**config.mk**
```make
export PLATFORM = sky130hd
export DESIGN_NAME = mic_xcorr_seq
export DESIGN_NICKNAME = d
export VERILOG_FILES = /design/src/rtl/mic_pkg.sv /design/src/rtl/seq_timeout_cnt.sv /design/src/rtl/mic_xcorr_seq.sv
export SDC_FILE = /design/constraint.sdc
export NUM_CORES = 1
export LEC_CHECK = 0
export BUFFER_PORTS_ARGS = -buffer_cell sky130_fd_sc_hd__buf_2
export CAP_MARGIN = 15
export CORE_MARGIN = 2
export CORE_UTILIZATION = 46
export DETAILED_ROUTE_END_ITERATION = 6
export PLACE_DENSITY = 0.81
export SLEW_MARGIN = 20
export SYNTH_ARGS = -nofsm -noshare
export SYNTH_HDL_FRONTEND = slang
export SYNTH_HIERARCHICAL = 1
export SYNTH_SLANG_ARGS = --single-unit
```
**constraint.sdc**
```tcl
create_clock -name clk_i -period 3.7 [get_ports clk_i]
set_input_delay 0 -clock clk_i [delete_from_list [all_inputs] [get_ports clk_i]]
set_output_delay 0 -clock clk_i [all_outputs]
set_load 0.1 [all_outputs]
```
**src/rtl/mic_pkg.sv**
```systemverilog
// Shared types and constants for the mic capture / cross-correlation path.
package mic_pkg;

  typedef enum logic [2:0] {IDLE, CAPTURE, START, FEED, WAIT, DONE} seq_st_e;

  localparam int MIC_FRAME_AW = 9;
  localparam int MIC_PCM_W    = 16;

  function automatic logic [7:0] sat_inc8(input logic [7:0] v);
    return (v == 8'hFF) ? v : v + 8'd1;
  endfunction

endpackage

```
**src/rtl/seq_timeout_cnt.sv**
```systemverilog
// Wait-cycle counter for the XCORR complete handshake; tc_o fires on the TC-th enabled cycle.
module seq_timeout_cnt #(
  parameter  int TC = 65535,
  localparam int CW = $clog2(TC + 1)
) (
  input  logic clk_i,
  input  logic rst_i,
  input  logic clr_i,
  input  logic en_i,
  output logic tc_o
);

  logic [CW-1:0] cnt_q;

  assign tc_o = en_i && (cnt_q == CW'(TC - 1));

  always_ff @(posedge clk_i) begin
    if (rst_i || clr_i)      cnt_q <= '0;
    else if (en_i && !tc_o)  cnt_q <= cnt_q + CW'(1);
  end

endmodule

```
**src/rtl/mic_xcorr_seq.sv**
```systemverilog
// Frame sequencer: captures 2^AW PCM pairs into the sample RAMs, replays them
// into the XCORR core and waits for its completion before re-arming.
module mic_xcorr_seq
  import mic_pkg::*;
#(
  parameter int AW     = MIC_FRAME_AW,
  parameter int DW     = MIC_PCM_W,
  parameter int TO_CYC = 65535
) (
  input  logic          clk_i,
  input  logic          rst_i,
  input  logic          xc_en_i,
  input  logic          pcm_vld_i,
  input  logic [DW-1:0] pcm0_i,
  input  logic [DW-1:0] pcm1_i,
  output logic          ram_wea_o,
  output logic [AW-1:0] ram_addra_o,
  output logic [DW-1:0] ram_dina0_o,
  output logic [DW-1:0] ram_dina1_o,
  output logic          ram_ceb_o,
  output logic [AW-1:0] ram_addrb_o,
  output logic          xc_start_o,
  output logic          xc_din_vld_o,
  input  logic          xc_complete_i,
  output logic          busy_o,
  output logic          frame_done_o,
  output logic [7:0]    drop_cnt_o,
  output logic          to_err_o
);

  localparam logic [AW-1:0] LAST = '1;

  seq_st_e       st_q;
  logic [AW-1:0] waddr_q, raddr_q;
  logic          dvld_q, cmpl_prev_q, cmpl_pend_q, en_prev_q, to_err_q;
  logic [7:0]    drop_q, drop_d;
  logic          wea, drop_ev, cmpl_edge, cmpl_hit, tmo_tc;

  assign wea       = pcm_vld_i && (st_q == CAPTURE);
  assign drop_ev   = pcm_vld_i && xc_en_i && (st_q inside {START, FEED, WAIT, DONE});
  assign drop_d    = drop_ev ? sat_inc8(drop_q) : drop_q;
  assign cmpl_edge = xc_complete_i && !cmpl_prev_q;
  // An edge seen while still feeding is held so WAIT can retire it immediately.
  assign cmpl_hit  = cmpl_edge || cmpl_pend_q;

  seq_timeout_cnt #(.TC(TO_CYC)) u_tmo (
    .clk_i (clk_i),
    .rst_i (rst_i),
    .clr_i (st_q != WAIT),
    .en_i  (st_q == WAIT),
    .tc_o  (tmo_tc)
  );

  always_ff @(posedge clk_i) begin
    if (rst_i) begin
      st_q        <= IDLE;
      waddr_q     <= '0;
      raddr_q     <= '0;
      dvld_q      <= 1'b0;
      cmpl_prev_q <= 1'b0;
      cmpl_pend_q <= 1'b0;
      en_prev_q   <= 1'b0;
      to_err_q    <= 1'b0;
      drop_q      <= '0;
    end else begin
      cmpl_prev_q <= xc_complete_i;
      en_prev_q   <= xc_en_i;
      dvld_q      <= (st_q == FEED);
      drop_q      <= drop_d;
      cmpl_pend_q <= (st_q == START || st_q == FEED) && cmpl_hit;
      if (xc_en_i && !en_prev_q) to_err_q <= 1'b0;

      case (st_q)
        IDLE: begin
          waddr_q <= '0;
          raddr_q <= '0;
          if (xc_en_i) st_q <= CAPTURE;
        end
        CAPTURE: begin
          if (!xc_en_i) st_q <= IDLE;
          else if (pcm_vld_i) begin
            waddr_q <= waddr_q + AW'(1);
            if (waddr_q == LAST) st_q <= START;
          end
        end
        START: begin
          if (!xc_en_i) st_q <= IDLE;
          else begin
            raddr_q <= '0;
            st_q    <= FEED;
          end
        end
        FEED: begin
          if (!xc_en_i)             st_q <= IDLE;
          else if (raddr_q == LAST) st_q <= WAIT;
          else                      raddr_q <= raddr_q + AW'(1);
        end
        WAIT: begin
          if (!xc_en_i)     st_q <= IDLE;
          else if (cmpl_hit) st_q <= DONE;
          else if (tmo_tc) begin
            to_err_q <= 1'b1;
            st_q     <= IDLE;
          end
        end
        DONE: begin
          if (xc_en_i) begin
            waddr_q <= '0;
            st_q    <= CAPTURE;
          end else st_q <= IDLE;
        end
        default: st_q <= IDLE;
      endcase
    end
  end

  assign ram_wea_o    = wea;
  assign ram_addra_o  = waddr_q;
  assign ram_dina0_o  = wea ? pcm0_i : '0;
  assign ram_dina1_o  = wea ? pcm1_i : '0;
  assign ram_ceb_o    = (st_q == FEED);
  assign ram_addrb_o  = raddr_q;
  assign xc_start_o   = (st_q == START);
  assign xc_din_vld_o = dvld_q;
  assign busy_o       = (st_q != IDLE);
  assign frame_done_o = (st_q == DONE);
  assign drop_cnt_o   = drop_q;
  assign to_err_o     = to_err_q;

endmodule

```
Word-level counts from Yosys, hierarchy flattened
Index checks and enable logic that the tools add are counted. Widths: inputs -> output; s select.

Input port bits: 37. Bits in registers: 50.

Eq/ne operators: 21. Mux-type cells: 26. Reduce and logical (&&, ||, !) cells: 23. Bitwise operators: 1. $add $sub $neg: 4.

Operators by type and width (count): $pmux 9 s3 (2); $mux 9 (5); $mux 16 (2); $mux 3 (9); $add 9x1->9 const B (2); $eq 9x9->1 const B (2); $pmux 3 s6 (1); $add 16x1->16 const B (1); $eq 16x16->1 const B (1); $ne 2x2->1 const B (7); $reduce_bool 3->1 (3); $add 8x1->8 const B (1); $eq 8x8->1 const B (1); $logic_and 1x1->1 (8); $reduce_and 4->1 (2); $eq 3x2->1 const B (2); $eq 3x3->1 const B (2); $mux 1 (6); $ne 3x2->1 const B (2); $ne 3x3->1 const B (2); $reduce_and 5->1 (1); $ne 4x4->1 const B (1); $reduce_bool 4->1 (1); $eq 3x1->1 const B (1); 6 further kinds (10).

Depth between registers and ports, before layout
Word-level depth: 7. Gate-level depth with buffers: 9. Gate-level depth less buffers: 8.

Hierarchy
Netlist, hierarchy kept.

Modules (own cells, without submodules): mic_xcorr_seq (seq. area each 680.7 µm², area an instance 2049.5 µm², instances 1, cells each 242); seq_timeout_cnt (seq. area each 320.3 µm², area an instance 800.8 µm², instances 1, cells each 92).

Worst setup path after synthesis
OpenSTA, ideal clock, no wires.

Path type: register to output. Start point: register st_q[1]. End point: output port ram_dina1_o[10]. Stages on the path, launching flop included: 7. Arrival: 2783 ps. Path slack: 917 ps. Cells stage by stage: dfxtp_1 -> buf_4 -> nor2b_1 -> nand2_1 -> nor2_1 -> clkbuf_1 -> and2_1.

Word-level cells in the longest chain between the ends: 3.

Ends and longest elaborated chain: start: declaration (RTL line mic_xcorr_seq.sv:33) `seq_st_e st_q;`; start signal: assignment (RTL line mic_xcorr_seq.sv:56) `st_q <= IDLE;`; start signal: assignment (RTL line mic_xcorr_seq.sv:77) `if (xc_en_i) st_q <= CAPTURE;`; start signal: assignment (RTL line mic_xcorr_seq.sv:80) `if (!xc_en_i) st_q <= IDLE;`; $eq 3x1->1 (RTL line mic_xcorr_seq.sv:39) `assign wea = pcm_vld_i && (st_q == CAPTURE);`; $logic_and 1x1->1 (RTL line mic_xcorr_seq.sv:39); named net ram_wea_o (RTL line mic_xcorr_seq.sv:16) `output logic ram_wea_o,`; $mux 16 (RTL line mic_xcorr_seq.sv:120) `assign ram_dina1_o = wea ? pcm1_i : '0;`; end: declaration (RTL line mic_xcorr_seq.sv:19) `output logic [DW-1:0] ram_dina1_o,`.

The timed path passes the listed nets, and every way through them passes these cells.

Worst setup path after layout
Start point: register st_q[0]. End point: output port ram_dina1_o[5].

Word-level cells in the longest chain between the ends: 3.

Ends and longest elaborated chain (RTL line): $eq 3x1->1 (mic_xcorr_seq.sv:39); $logic_and 1x1->1 (mic_xcorr_seq.sv:39); $mux 16 (mic_xcorr_seq.sv:120).

No other way between the ends.

==> impl_metrics.env <==
export IMPL_holdWs_ns=0.0421
export IMPL_drive_above_1_share_pct=28.8
export IMPL_async_flop_share_pct=0
export IMPL_routed_wl_um=7100
export IMPL_core_area_um2=5960
export IMPL_syn_inst=334
export IMPL_die_area_um2=6840
export IMPL_synth_top_area_cell="dfxtp_1"
export IMPL_power_mw=1.35
export IMPL_p_sw_share_pct=40.6
export IMPL_reg2reg_to="u_tmo/cnt_q[9]$_SDFFE_PP0P_"
export IMPL_leakagePower_nw=1.51
export IMPL_grt_pass1_vias=2355
export IMPL_r2r_start="st_q[2]$_SDFFE_PP0P_"
export IMPL_antenna_found_initial=0
export IMPL_status="finished, final reports clean"
export IMPL_num_vias=2775
export IMPL_hold_viol_final=0
export IMPL_cp_max_fo=33
export IMPL_max_slew_margin_pct=48.2
export IMPL_clock_sinks=50
export IMPL_clock_latency_ns=0.31
export IMPL_grt_pass1_wl_um=10800
export IMPL_min_period_ns=2.34
export IMPL_track_usage_pct=20.4
export IMPL_fmax_ghz=0.427
export IMPL_gr_total_overflow=0
export IMPL_cts_tree="yes"
export IMPL_synth_common_cells="50 x dfxtp_1, 40 x and2_1, 25 x nand2_1, 23 x nor2_1, 22 x a21oi_1"
export IMPL_grt_max_degree=34
export IMPL_setup_viol=0
export IMPL_crit_family="buffers and inverters"
export IMPL_clock_path_buffers=2
export IMPL_yosysUniqueCellTypes=59
export IMPL_crit_required_ns=3.70
export IMPL_holdPathStages=3
export IMPL_powerDensity_nw_per_um2=386
export IMPL_clockRootBuffer="clkbuf_8"
export IMPL_ys_ff_latch=50
export IMPL_rows=28
export IMPL_area_growth_pct=22.8
export IMPL_synth_area_um2=2850
export IMPL_fin_crit_sh_pct=63.2
export IMPL_portBuffers=101
export IMPL_p_int_mw=0.802
export IMPL_route_detailed_drc=0
export IMPL_routabilityCongestion=0.856
export IMPL_synth_ff_type="dfxtp_1"
export IMPL_hp_start="xc_en_i"
export IMPL_finalSetupTns_ns=0
export IMPL_r2r_slack_ns=1.44
export IMPL_slew_viol_final=0
export IMPL_pwr_share_comb_pct=31.9
export IMPL_reg2reg_depth=5
export IMPL_utilization_pct=58.8
export IMPL_dpl_cell_area_um2=3380
export IMPL_crit_chain="nor2b_1 -> nand2_1 -> nor2_1 -> buf_4 -> and2_1 -> buf_2"
export IMPL_critPathArrivalTime_ns=2.34
export IMPL_numCtsBuffers=5
export IMPL_initial_utilization_pct=47.9
export IMPL_rsz0062_at_grt="no"
export IMPL_drt_wirelength_per_cell_um=14.0
export IMPL_crit_slowest_cell="dfxtp_1"
export IMPL_drt_pass1_iter_count=4
export IMPL_num_io_pins=102
export IMPL_postCtsSetupRepairBufs=0
export IMPL_cp_start_kind="register"
export IMPL_cts_clk_slew_worst_paths_ns=0.09
export IMPL_hold_path_class="in2reg"
export IMPL_vdd_ir_drop_max_uv=299
export IMPL_clkPwrFrac_pct=26.3
export IMPL_tightest_slew_ns=0.776
export IMPL_seq_area_frac_synth_pct=35.1
export IMPL_synth_top_area_share_pct=35.1
export IMPL_drtIter0Drc=178
export IMPL_dp_final_hpwl_um=5310
export IMPL_whs_endpoint="en_prev_q$_SDFF_PP0_"
export IMPL_synth_avg_cell_area_um2=8.53
export IMPL_fin_area_um2=3500
export IMPL_path_class="reg2out"
export IMPL_nFillCells=559
export IMPL_pwr_share_seq_pct=41.7
export IMPL_synth_area_leaders="dfxtp_1 35%, and2_1 8.8%, a21oi_1 3.9%, nand2_1 3.3%, ha_1 3.1%"
export IMPL_die_y_um=82.7
export IMPL_viasPerCell=5.48
export IMPL_cts_htree_levels=2
export IMPL_cp_num_buf_inv=2
export IMPL_regArea_um2=1000
export IMPL_p_switching_mw=0.549
export IMPL_antenna_left=0
export IMPL_diodes=0
export IMPL_die_x_um=82.7
export IMPL_fin_nets=474
export IMPL_cap_violations=0
export IMPL_clock_skew_ns=0.00698
export IMPL_cp_end_kind="primary output"
export IMPL_synth_most_common_cell="dfxtp_1"
export IMPL_synth_edff_count=0
export IMPL_slowest_delay_ns=0.66
export IMPL_multi_input_area_um2=1740
export IMPL_ys_warn_count=6
export IMPL_syn_nets=378
==> flip-flops by register name, summed over array words and instances, names as in the netlist <==
name / count
cmpl_pend_q: 1
cmpl_prev_q: 1
drop_cnt_o: 8
en_prev_q: 1
ram_addra_o: 9
ram_addrb_o: 9
st_q: 3
to_err_o: 1
u_tmo/cnt_q: 16
xc_din_vld_o: 1
==> power groups by stage <==
stage | logic (mW) | registers [mW] | clock network, mW
floorplan | 0.364 | 0.574 | 0
global placement | 0.426 | 0.576 | 0
detailed placement | 0.430 | 0.576 | 0
CTS | 0.432 | 0.564 | 0.365
global route | 0.452 | 0.567 | 0.386
finish | 0.431 | 0.564 | 0.356
==> per-stage QoR <==
step,setup WS [ns],std cells
final,1.36,506
after global routing,1.21,506
after CTS,1.38,506
after global placement,1.53,497
after floorplan,0.917,334
after detailed placement,1.48,497
==> layout make-up <==
class / instances / area share [%]
Multi-Input combinational cell: 260 / 49.7
Clock inverter: 1 / 0.250
Inverter: 10 / 1.07
Timing Repair Buffer: 103 / 14.9
Clock buffer: 7 / 2.75
Tap cell: 75 / 2.68
Sequential cell: 50 / 28.6
==> worst max path at each step <==
stage	startpoint	to	slack, ns	cells past startpoint
global placement	ram_addrb_o[4]$_SDFFE_PP0P_	ram_addrb_o[5]$_SDFFE_PP0P_	1.53	8
global route	st_q[0]$_SDFFE_PP0P_	ram_dina0_o[11]	1.21	6
floorplan	st_q[1]$_SDFFE_PP0P_	ram_dina1_o[10]	0.92	6
CTS	st_q[0]$_SDFFE_PP0P_	ram_dina1_o[5]	1.38	6
detailed placement	ram_addrb_o[4]$_SDFFE_PP0P_	st_q[2]$_SDFFE_PP0P_	1.48	8
finish	st_q[0]$_SDFFE_PP0P_	ram_dina1_o[5]	1.36	6
==> logic make-up after synthesis <==
group / after synthesis / share of synthesized area (%)
adder cells (fa/ha/maj): 7 / 3.07
flip-flops: 50 / 35.1
XOR/XNOR: 9 / 3.42
buffers and inverters: 24 / 3.86
multiplexers: 5 / 1.80
AND/OR/NAND/NOR: 159 / 32.0
AO/OA/AOI/OAI: 80 / 20.7
==> what timing repair did <==
action                                  4_1_cts  5_1_grt
endpoints found under the setup margin        0        0
gates resized for setup                       0        0
hold buffers                                  1        0
endpoints found under the hold margin         1        0
==> routing by layer <==
metal	global-route usage (%)	up-vias	wire, um
li1	-	1421	-
met3	4.24	4	283
met1	28.7	1297	3260
met4	6.89	0	59
met2	30.9	53	3490
met5	0	-	0
==> worst reg2reg max path, cell delays in order, from the launching register on <==
cell and delay (ns):
dfxtp_1 0.79, and2_1 0.35, and3_1 0.26, nand2_1 0.16, or4_1 0.49, a21oi_1 0.15
==> cell usage in the layout (no fill, tap or decap), types with 6 or more instances in the layout <==
master and instances:
buf_2 101, dfxtp_1 50, and2_1 40, nand2_1 25, nor2_1 23, a21oi_1 22, nand3_1 16, inv_1 10
o21ai_0 10, or3_1 9, nand4_1 7, xnor2_1 7, o31ai_1 7, ha_1 7, clkbuf_8 7, a211oi_1 6
or4_1 6, o311ai_0 6
(Power assumes the default switching activity.)
